## src/rtl/unidade_controle_jogo.sv

```systemverilog
// Control unit for the two-level tic-tac-toe game: a Moore FSM that sequences
// macro/micro move capture, validation, board writes, end detection and timeouts.
module unidade_controle_jogo (
    input  logic       clock,
    input  logic       reset,
    input  logic       iniciar,
    input  logic       tem_jogada,
    input  logic       macro_vencida,
    input  logic       micro_jogada,
    input  logic       fim_jogo,
    input  logic       fimT,
    output logic       zeraEdge,
    output logic       zeraR_micro,
    output logic       zeraR_macro,
    output logic       zeraFlipFlopT,
    output logic       zeraT,
    output logic       registraR_micro,
    output logic       registraR_macro,
    output logic       sinal_macro,
    output logic       sinal_valida_macro,
    output logic       troca_jogador,
    output logic       we_board,
    output logic       we_board_state,
    output logic       contaT,
    output logic       pronto,
    output logic [4:0] db_estado
);

    typedef enum logic [4:0] {
        Inicial       = 5'h00,
        Prepara       = 5'h01,
        EsperaMacro   = 5'h02,
        RegistraMacro = 5'h03,
        LeMacro       = 5'h04,
        ValidaMacro   = 5'h05,
        EsperaMicro   = 5'h06,
        RegistraMicro = 5'h07,
        LeMicro       = 5'h08,
        ValidaMicro   = 5'h09,
        EscreveJogada = 5'h0A,
        AtualizaMacro = 5'h0B,
        LeFim         = 5'h0C,
        VerificaFim   = 5'h0D,
        TrocaJogador  = 5'h0E,
        FimJogo       = 5'h0F,
        Timeout       = 5'h10
    } estado_t;

    estado_t     estado_q, estado_d;
    logic [13:0] saidas_q;

    // Output bundle order matches the concatenation driven onto the ports below.
    function automatic logic [13:0] decodifica(estado_t e);
        logic z_edge, z_rmicro, z_rmacro, z_fft, z_t, r_micro, r_macro;
        logic s_macro, s_valida, troca, we_b, we_bs, conta, fim;
        z_edge   = 1'b0;
        z_rmicro = 1'b0;
        z_rmacro = 1'b0;
        z_fft    = 1'b0;
        z_t      = 1'b1;
        r_micro  = 1'b0;
        r_macro  = 1'b0;
        s_macro  = 1'b0;
        s_valida = 1'b0;
        troca    = 1'b0;
        we_b     = 1'b0;
        we_bs    = 1'b0;
        conta    = 1'b0;
        fim      = 1'b0;
        case (e)
            Prepara: begin
                z_edge   = 1'b1;
                z_rmicro = 1'b1;
                z_rmacro = 1'b1;
                z_fft    = 1'b1;
            end
            RegistraMacro: begin
                r_macro = 1'b1;
                s_macro = 1'b1;
            end
            LeMacro, ValidaMacro, LeFim: s_valida = 1'b1;
            EsperaMicro: begin
                z_t   = 1'b0;
                conta = 1'b1;
            end
            RegistraMicro: r_micro = 1'b1;
            EscreveJogada: we_b = 1'b1;
            AtualizaMacro: begin
                we_bs    = 1'b1;
                s_valida = 1'b1;
            end
            TrocaJogador: begin
                troca   = 1'b1;
                r_macro = 1'b1;
            end
            FimJogo: fim = 1'b1;
            Timeout: troca = 1'b1;
            default: ;
        endcase
        return {z_edge, z_rmicro, z_rmacro, z_fft, z_t, r_micro, r_macro,
                s_macro, s_valida, troca, we_b, we_bs, conta, fim};
    endfunction

    always_comb begin
        estado_d = Inicial;
        case (estado_q)
            Inicial:       estado_d = iniciar ? Prepara : Inicial;
            Prepara:       estado_d = EsperaMacro;
            EsperaMacro:   estado_d = tem_jogada ? RegistraMacro : EsperaMacro;
            RegistraMacro: estado_d = LeMacro;
            LeMacro:       estado_d = ValidaMacro;
            ValidaMacro:   estado_d = macro_vencida ? EsperaMacro : EsperaMicro;
            EsperaMicro: begin
                if (tem_jogada)  estado_d = RegistraMicro;
                else if (fimT)   estado_d = Timeout;
                else             estado_d = EsperaMicro;
            end
            RegistraMicro: estado_d = LeMicro;
            LeMicro:       estado_d = ValidaMicro;
            ValidaMicro:   estado_d = micro_jogada ? EsperaMicro : EscreveJogada;
            EscreveJogada: estado_d = AtualizaMacro;
            AtualizaMacro: estado_d = LeFim;
            LeFim:         estado_d = VerificaFim;
            VerificaFim:   estado_d = fim_jogo ? FimJogo : TrocaJogador;
            TrocaJogador:  estado_d = LeMacro;
            FimJogo:       estado_d = iniciar ? Prepara : FimJogo;
            Timeout:       estado_d = EsperaMicro;
            default:       estado_d = Inicial;
        endcase
    end

    // Outputs are registered from the next state so they stay aligned with estado_q.
    always_ff @(posedge clock) begin
        if (reset) begin
            estado_q <= Inicial;
            saidas_q <= decodifica(Inicial);
        end else begin
            estado_q <= estado_d;
            saidas_q <= decodifica(estado_d);
        end
    end

    assign {zeraEdge, zeraR_micro, zeraR_macro, zeraFlipFlopT, zeraT, registraR_micro,
            registraR_macro, sinal_macro, sinal_valida_macro, troca_jogador, we_board,
            we_board_state, contaT, pronto} = saidas_q;
    assign db_estado = estado_q;

endmodule
```

## config.mk

```make
export PLATFORM = sky130hd
export DESIGN_NAME = unidade_controle_jogo
export DESIGN_NICKNAME = d
export VERILOG_FILES = /design/src/rtl/unidade_controle_jogo.sv
export SDC_FILE = /design/constraint.sdc
export NUM_CORES = 1
export LEC_CHECK = 0
export BUFFER_PORTS_ARGS = -buffer_cell sky130_fd_sc_hd__buf_2
export CAP_MARGIN = 20
export CORE_UTILIZATION = 51
export CTS_BUF_LIST = sky130_fd_sc_hd__clkbuf_8
export DETAILED_ROUTE_END_ITERATION = 10
export PLACE_DENSITY = 0.92
export SYNTH_ARGS = -nofsm -noshare
export SYNTH_HDL_FRONTEND = slang
export SYNTH_SLANG_ARGS = --single-unit
```

## constraint.sdc

```tcl
create_clock -name clock -period 2.3 [get_ports clock]
set_clock_uncertainty 0.2 [all_clocks]
set_input_delay 0 -clock clock [delete_from_list [all_inputs] [get_ports clock]]
set_output_delay 0 -clock clock [all_outputs]
set_load 0.05 [all_outputs]
```

==> results of run 1 <==
metal layers:
layer	part of all wire	GRT usage	vias to the layer above	routed length [um]
met3	0.065	0.0826	4	118
met5	0	0	-	0
met4	0.021	0.0774	0	38
met2	0.53	0.388	34	959
li1	-	-	352	-
met1	0.39	0.282	342	711
stage by stage:
step	instances	hold WS (ns)	power (mW)	setup slack, ns	utilization
floorplan	82	-0.128	0.448	0.0954	-
global placement	118	0.0480	0.467	0.254	0.608
detailed placement	118	0.0496	0.471	0.184	0.608
CTS	125	0.0620	0.718	0.175	0.666
global route	125	0.118	0.748	0.0385	0.666
finish	125	0.0752	0.716	0.163	0.666
registers in the layout, summed over array words and instances (netlist names):
| signal | cells |
|---|---|
| saidas_q | 11 |
| db_estado | 5 |
layout by cell type (no fill, tap or decap), types with 2 or more instances in the layout:
master	n
a211oi_1	3
a21oi_1	2
and4_1	2
buf_2	26
clkbuf_8	4
dfxtp_1	16
dlygate4sd3_1	3
inv_1	2
mux2i_1	2
nand2_1	3
nand2b_1	2
nand3_1	3
nand4b_1	2
nor2_1	5
nor3_1	3
nor3_2	2
o21ai_0	5
or3_1	2
cell usage after synthesis:
master,n,area (um2)
a211oi_1,3,22.5
a21oi_1,2,10.0
a31o_2,1,8.76
a31oi_1,1,6.26
and2_2,1,7.51
and3_4,1,11.3
and3b_1,1,8.76
and3b_2,1,10.0
and4_1,2,17.5
and4bb_2,1,12.5
buf_4,5,37.5
buf_6,2,22.5
dfxtp_1,16,320
inv_1,2,7.51
mux2i_1,2,20.0
nand2_1,3,11.3
nand2b_1,2,12.5
nand3_1,3,15.0
nand4_1,1,6.26
nand4b_1,2,17.5
nor2_1,5,18.8
nor3_1,3,15.0
nor3_2,2,20.0
nor3b_1,1,7.51
nor3b_2,1,12.5
nor4_1,1,6.26
nor4_2,1,12.5
nor4_4,1,21.3
o21ai_0,5,25.0
o21bai_1,1,7.51
o2bb2ai_2,1,15.0
o31a_2,1,10.0
or2_1,1,6.26
or2b_1,1,7.51
or2b_2,1,8.76
or3_1,2,12.5
or3b_1,1,8.76
or4_1,1,7.51
tightest hold or removal path, delay by kind of cell:
kind	cells	cell delay [ns]
compound gates	1	0.17
buf+inv	1	0.10
simple gates	2	0.21
worst max path at each step:
stage                 startpoint     endpoint  slack, ns  cells after the start
floorplan           db_estado[0]  saidas_q[9]        0.1                      6
global placement    db_estado[1]  saidas_q[9]       0.25                      5
detailed placement  db_estado[1]  saidas_q[9]       0.18                      5
CTS                 db_estado[1]  saidas_q[9]       0.18                      5
global route        db_estado[1]  saidas_q[9]       0.04                      5
finish              db_estado[1]  saidas_q[9]       0.16                      5
kinds of logic after synthesis:
logic type | count (synthesis)
AO/OA/AOI/OAI | 15
buffers and inverters | 9
flip-flops | 16
multiplexers | 2
AND/OR/NAND/NOR | 40
power groups by stage:
stage / logic [mW] / registers, mW / clock network [mW]
finish: 0.163 / 0.308 / 0.245
global route: 0.173 / 0.311 / 0.264
global placement: 0.156 / 0.311 / 0
floorplan: 0.105 / 0.343 / 0
detailed placement: 0.157 / 0.314 / 0
CTS: 0.162 / 0.308 / 0.248
layout make-up:
type | count | share of cell area
inverter | 2 | 0.00758
clock buffer | 4 | 0.0556
multi-input combinational | 57 | 0.424
sequential | 16 | 0.323
tap | 16 | 0.0202
timing repair buffer | 30 | 0.169
==> impl_metrics.py, run 1 <==
metrics = {
    "status": {
        "status": "completed",
    },
    "pwr": {
        "p_comb_frac": 0.228,
        "irDropWorstVdd_v": 0.000489,
        "swShare": 0.316,
        "p_sw_mw": 0.226,
        "p_int_mw": 0.490,
        "clkPwrFrac": 0.342,
        "power.leakage_nw": 0.436,
        "p_per_area_nw_per_um2": 722,
        "seqPwrFrac": 0.430,
    },
    "synthesis": {
        "yosys.area_share.simple": 0.365,
        "synth_top_family_by_area": "simple AND/OR/NAND/NOR gates",
        "syn_nets": 90,
        "synth_compound_area_frac": 0.130,
        "seq_area_frac_synth": 0.396,
        "ys_ff_latch": 16,
        "synth_adder_area_share": 0,
        "synth_warnings": 0,
        "synth_cells": 82,
        "synth_xor_area_frac": 0,
        "syn_area_um2": 808,
        "synth_mux_area_frac": 0.0248,
        "synth_area_per_cell_um2": 9.86,
        "synth_cell_types": 38,
    },
    "flow_run": {
        "maxCapViolations": 0,
    },
    "hold_path": {
        "min-delay-start": "iniciar",
        "holdPathStages": 4,
        "min_to": "db_estado[0]",
        "min_path_type": "input port to flop",
    },
    "setup_path": {
        "crit_path_start_kind": "flop",
        "max_stage_delay_ns": 0.58,
        "r2r_cells": 5,
        "path_cells": "or3b_1, a21oi_1, o31a_2, nand2_1, or3_1",
        "crit_path_top_delay_cell": "dfxtp_1",
        "r2r_end": "saidas_q[9]",
        "crit_required_ns": 2.23,
        "arrival_ns": 2.07,
        "path_buf_inv": 0,
        "cp_max_fo": 16,
        "rrSetupSlack_ns": 0.16,
        "critPathTopFamily": "simple AND/OR/NAND/NOR gates",
        "worst_r2r_startpoint": "db_estado[1]",
        "end_kind": "flop",
        "crit_type": "flop to flop",
    },
    "global_route": {
        "grt_pass1_vias": 684,
        "antenna_found_initial": 0,
        "grtUsageTotal": 0.235,
        "grt_max_degree": 17,
        "grt-ovfl-total": 0,
        "grt_pass1_wl_um": 3140,
    },
    "cts": {
        "postCtsResizedCells": 0,
        "clk_pin_slew_ns": 0.06,
        "numClockSinks": 16,
        "numCtsBuffers": 3,
        "cts_tree": "yes",
        "clock_latency_ns": 0.25,
        "cts_max_level": 1,
        "cts_root_buffer": "clkbuf_8",
        "clockBufferDepth": 2,
        "post-cts-setup-buffers": 0,
        "cts-hold-fix-buffers": 3,
    },
    "floorplan": {
        "fp.dieArea_um2": 1750,
        "core_area_um2": 1490,
        "die_w_um": 41.8,
        "die_h_um": 41.8,
        "rows": 14,
        "pin_count": 27,
        "start_util": 0.543,
    },
    "timing": {
        "setup_viol": 0,
        "finalHoldViolCount": 0,
        "rsz0062_at_grt": "no",
        "period_minus_slack_ns": 2.14,
        "maxSlewViolCount": 0,
        "slew_headroom": 0.661,
        "fmax_ghz": 0.468,
        "tns_ns": 0,
        "worstMarginPinSlew_ns": 0.505,
        "finalCritPeriodShare": 0.929,
    },
    "cells_and_area": {
        "postLayoutCellArea_um2": 991,
        "syn_to_final_growth_pct": 22.6,
        "final_nets": 118,
        "antenna_cells_inserted": 0,
        "seqCellArea_um2": 320,
        "multiInputGateArea_um2": 420,
        "drive_above_1_share": 0.404,
        "n_fill_cell": 121,
    },
    "route": {
        "final_antenna_net_count": 0,
        "vias_per_cell": 5.86,
        "wire_per_inst_um": 14.6,
        "vias": 732,
        "drt_iter0_drc": 21,
        "firstDrtPassIters": 4,
        "finalWirelength_um": 1830,
        "drc_errors": 0,
    },
    "placement": {
        "placed_area_um2": 906,
        "port_buffers": 26,
        "hpwl_um": 1340,
        "place.gp.congestion": 0.972,
    },
}
Power figures use the tool's default switching activity.
==> inputs of run 2 (changes only) <==
- PLACE_DENSITY: 0.92 -> 0.81
==> run 2 against run 1 <==
Via count fell by 1.2%; register-to-register slack improved by 0.03 ns; critical path type unchanged; critical path depth rose by 1; die area did not move.
==> impl_metrics.py, run 2 (synthesized netlist as in run 1, its figures left out) <==
metrics = {
    "global_route": {
        "grt_pass1_vias": 653,
        "antenna_found_initial": 0,
        "grt-ovfl-total": 0,
        "grt_max_degree": 14,
        "grtUsageTotal": 0.214,
        "grt_pass1_wl_um": 2810,
    },
    "cts": {
        "numClockSinks": 16,
        "clock_latency_ns": 0.25,
        "postCtsResizedCells": 0,
        "numCtsBuffers": 3,
        "cts_max_level": 1,
        "clockBufferDepth": 2,
        "cts_root_buffer": "clkbuf_8",
        "post-cts-setup-buffers": 0,
        "cts_tree": "yes",
        "clk_pin_slew_ns": 0.06,
    },
    "pwr": {
        "p_per_area_nw_per_um2": 719,
        "irDropWorstVdd_v": 0.000493,
        "power.leakage_nw": 0.441,
        "totalPowerFinal_mw": 0.718,
    },
    "setup_path": {
        "crit_required_ns": 2.29,
        "crit_path_start_kind": "flop",
        "end_kind": "flop",
        "cp_max_fo": 8,
        "arrival_ns": 2.09,
        "crit_path_top_delay_cell": "dfxtp_1",
        "max_stage_delay_ns": 0.53,
        "path_cells": "or2b_1, o2bb2ai_2, or2_1, nor3_2, buf_4, and4_1",
        "crit_type": "flop to flop",
    },
    "timing": {
        "tns_ns": 0,
        "fmax_ghz": 0.475,
        "worstMarginPinSlew_ns": 0.451,
        "slew_headroom": 0.698,
        "setup_viol": 0,
        "finalHoldViolCount": 0,
        "maxSlewViolCount": 0,
        "finalCritPeriodShare": 0.915,
        "rsz0062_at_grt": "no",
        "period_minus_slack_ns": 2.10,
    },
    "cells_and_area": {
        "final_nets": 119,
        "final_cell_count_no_fill": 126,
        "regMostFlops": "saidas_q",
        "mostFrequentLayoutCells": "buf_2 (26), dfxtp_1 (16), o21ai_0 (5), nor2_1 (5), clkbuf_8 (4)",
        "layout.cells.most_common": "buf_2",
        "syn_to_final_growth_pct": 23.5,
        "largest_reg_flops": 11,
        "drive_above_1_share": 0.409,
        "antenna_cells_inserted": 0,
    },
    "floorplan": {
        "rows": 14,
        "start_util": 0.543,
        "die_h_um": 41.8,
        "core_area_um2": 1490,
        "pin_count": 27,
        "fp.dieArea_um2": 1750,
        "die_w_um": 41.8,
    },
    "placement": {
        "place.gp.congestion": 0.913,
        "dp.cells": 119,
        "port_buffers": 26,
        "hpwl_um": 1270,
    },
    "route": {
        "wire_per_inst_um": 13.5,
        "vias_per_cell": 5.74,
        "vias": 723,
        "drt_iter0_drc": 22,
        "final_antenna_net_count": 0,
        "finalWirelength_um": 1710,
        "firstDrtPassIters": 4,
        "drc_errors": 0,
    },
    "status": {
        "status": "completed",
    },
    "hold_path": {
        "min_path_type": "input port to flop",
    },
    "flow_run": {
        "maxCapViolations": 0,
    },
}
[run 2: cell count changes in the layout (fill, tap and decap cells not counted), sizes merged]
| cell | before | now |
|---|---|---|
| buf | 27 | 28 |
[run 2: repair_timing]
item,CTS,global route
endpoints found under the hold margin,7,0
endpoints found under the setup margin,0,0
hold buffers,3,0
[run 2: power by group]
group | total [mW] | internal (mW) | switching [mW]
registers | 0.304 | 0.289 | 0.0157
clock network | 0.247 | 0.152 | 0.0951
logic | 0.166 | 0.0517 | 0.115
total | 0.718 | 0.492 | 0.226
[run 2: worst max-delay path, delay by kind of cell, from the launching register on]
family          cells  cell delay (ns)
compound gates      1             0.10
flops               1             0.53
buf+inv             1             0.22
simple gates        4             0.99
[run 2: path summary, 6_finish.rpt]
path | start | endpoint | slack [ns] | cells past startpoint
setup / recovery | db_estado[4] | saidas_q[2] | 0.20 | 6
hold / removal | iniciar | db_estado[0] | 0.07 | 4
setup reg to reg | db_estado[4] | saidas_q[2] | 0.20 | 6
hold reg to reg | db_estado[3] | db_estado[4] | 0.57 | 3
[run 2: layout make-up]
| cell class | count | area [um2] |
|---|---|---|
| Inverter | 2 | 7.51 |
| Clock buffer | 4 | 55.1 |
| Tap cell | 16 | 20.0 |
| Fill cell | 125 | 490 |
| Timing Repair Buffer | 31 | 175 |
| Multi-Input combinational cell | 57 | 420 |
| Sequential cell | 16 | 320 |
[run 2: stage by stage]
stage                     utilization  cell area [um2]  worst slack, ns  hold WS, ns
after global placement          0.613              913            0.284       0.0496
after global routing            0.671              998           0.0584        0.100
after CTS                       0.671              998            0.206       0.0545
after floorplan                     -              808           0.0954       -0.128
after detailed placement        0.613              913            0.232       0.0540
final                           0.671              998            0.196       0.0741
[run 2: metal layers]
metal / track usage / routed length [um]
met2: 0.350 / 821
met4: 0.0774 / 11
met3: 0.0652 / 96
met1: 0.263 / 778
met5: 0 / 0
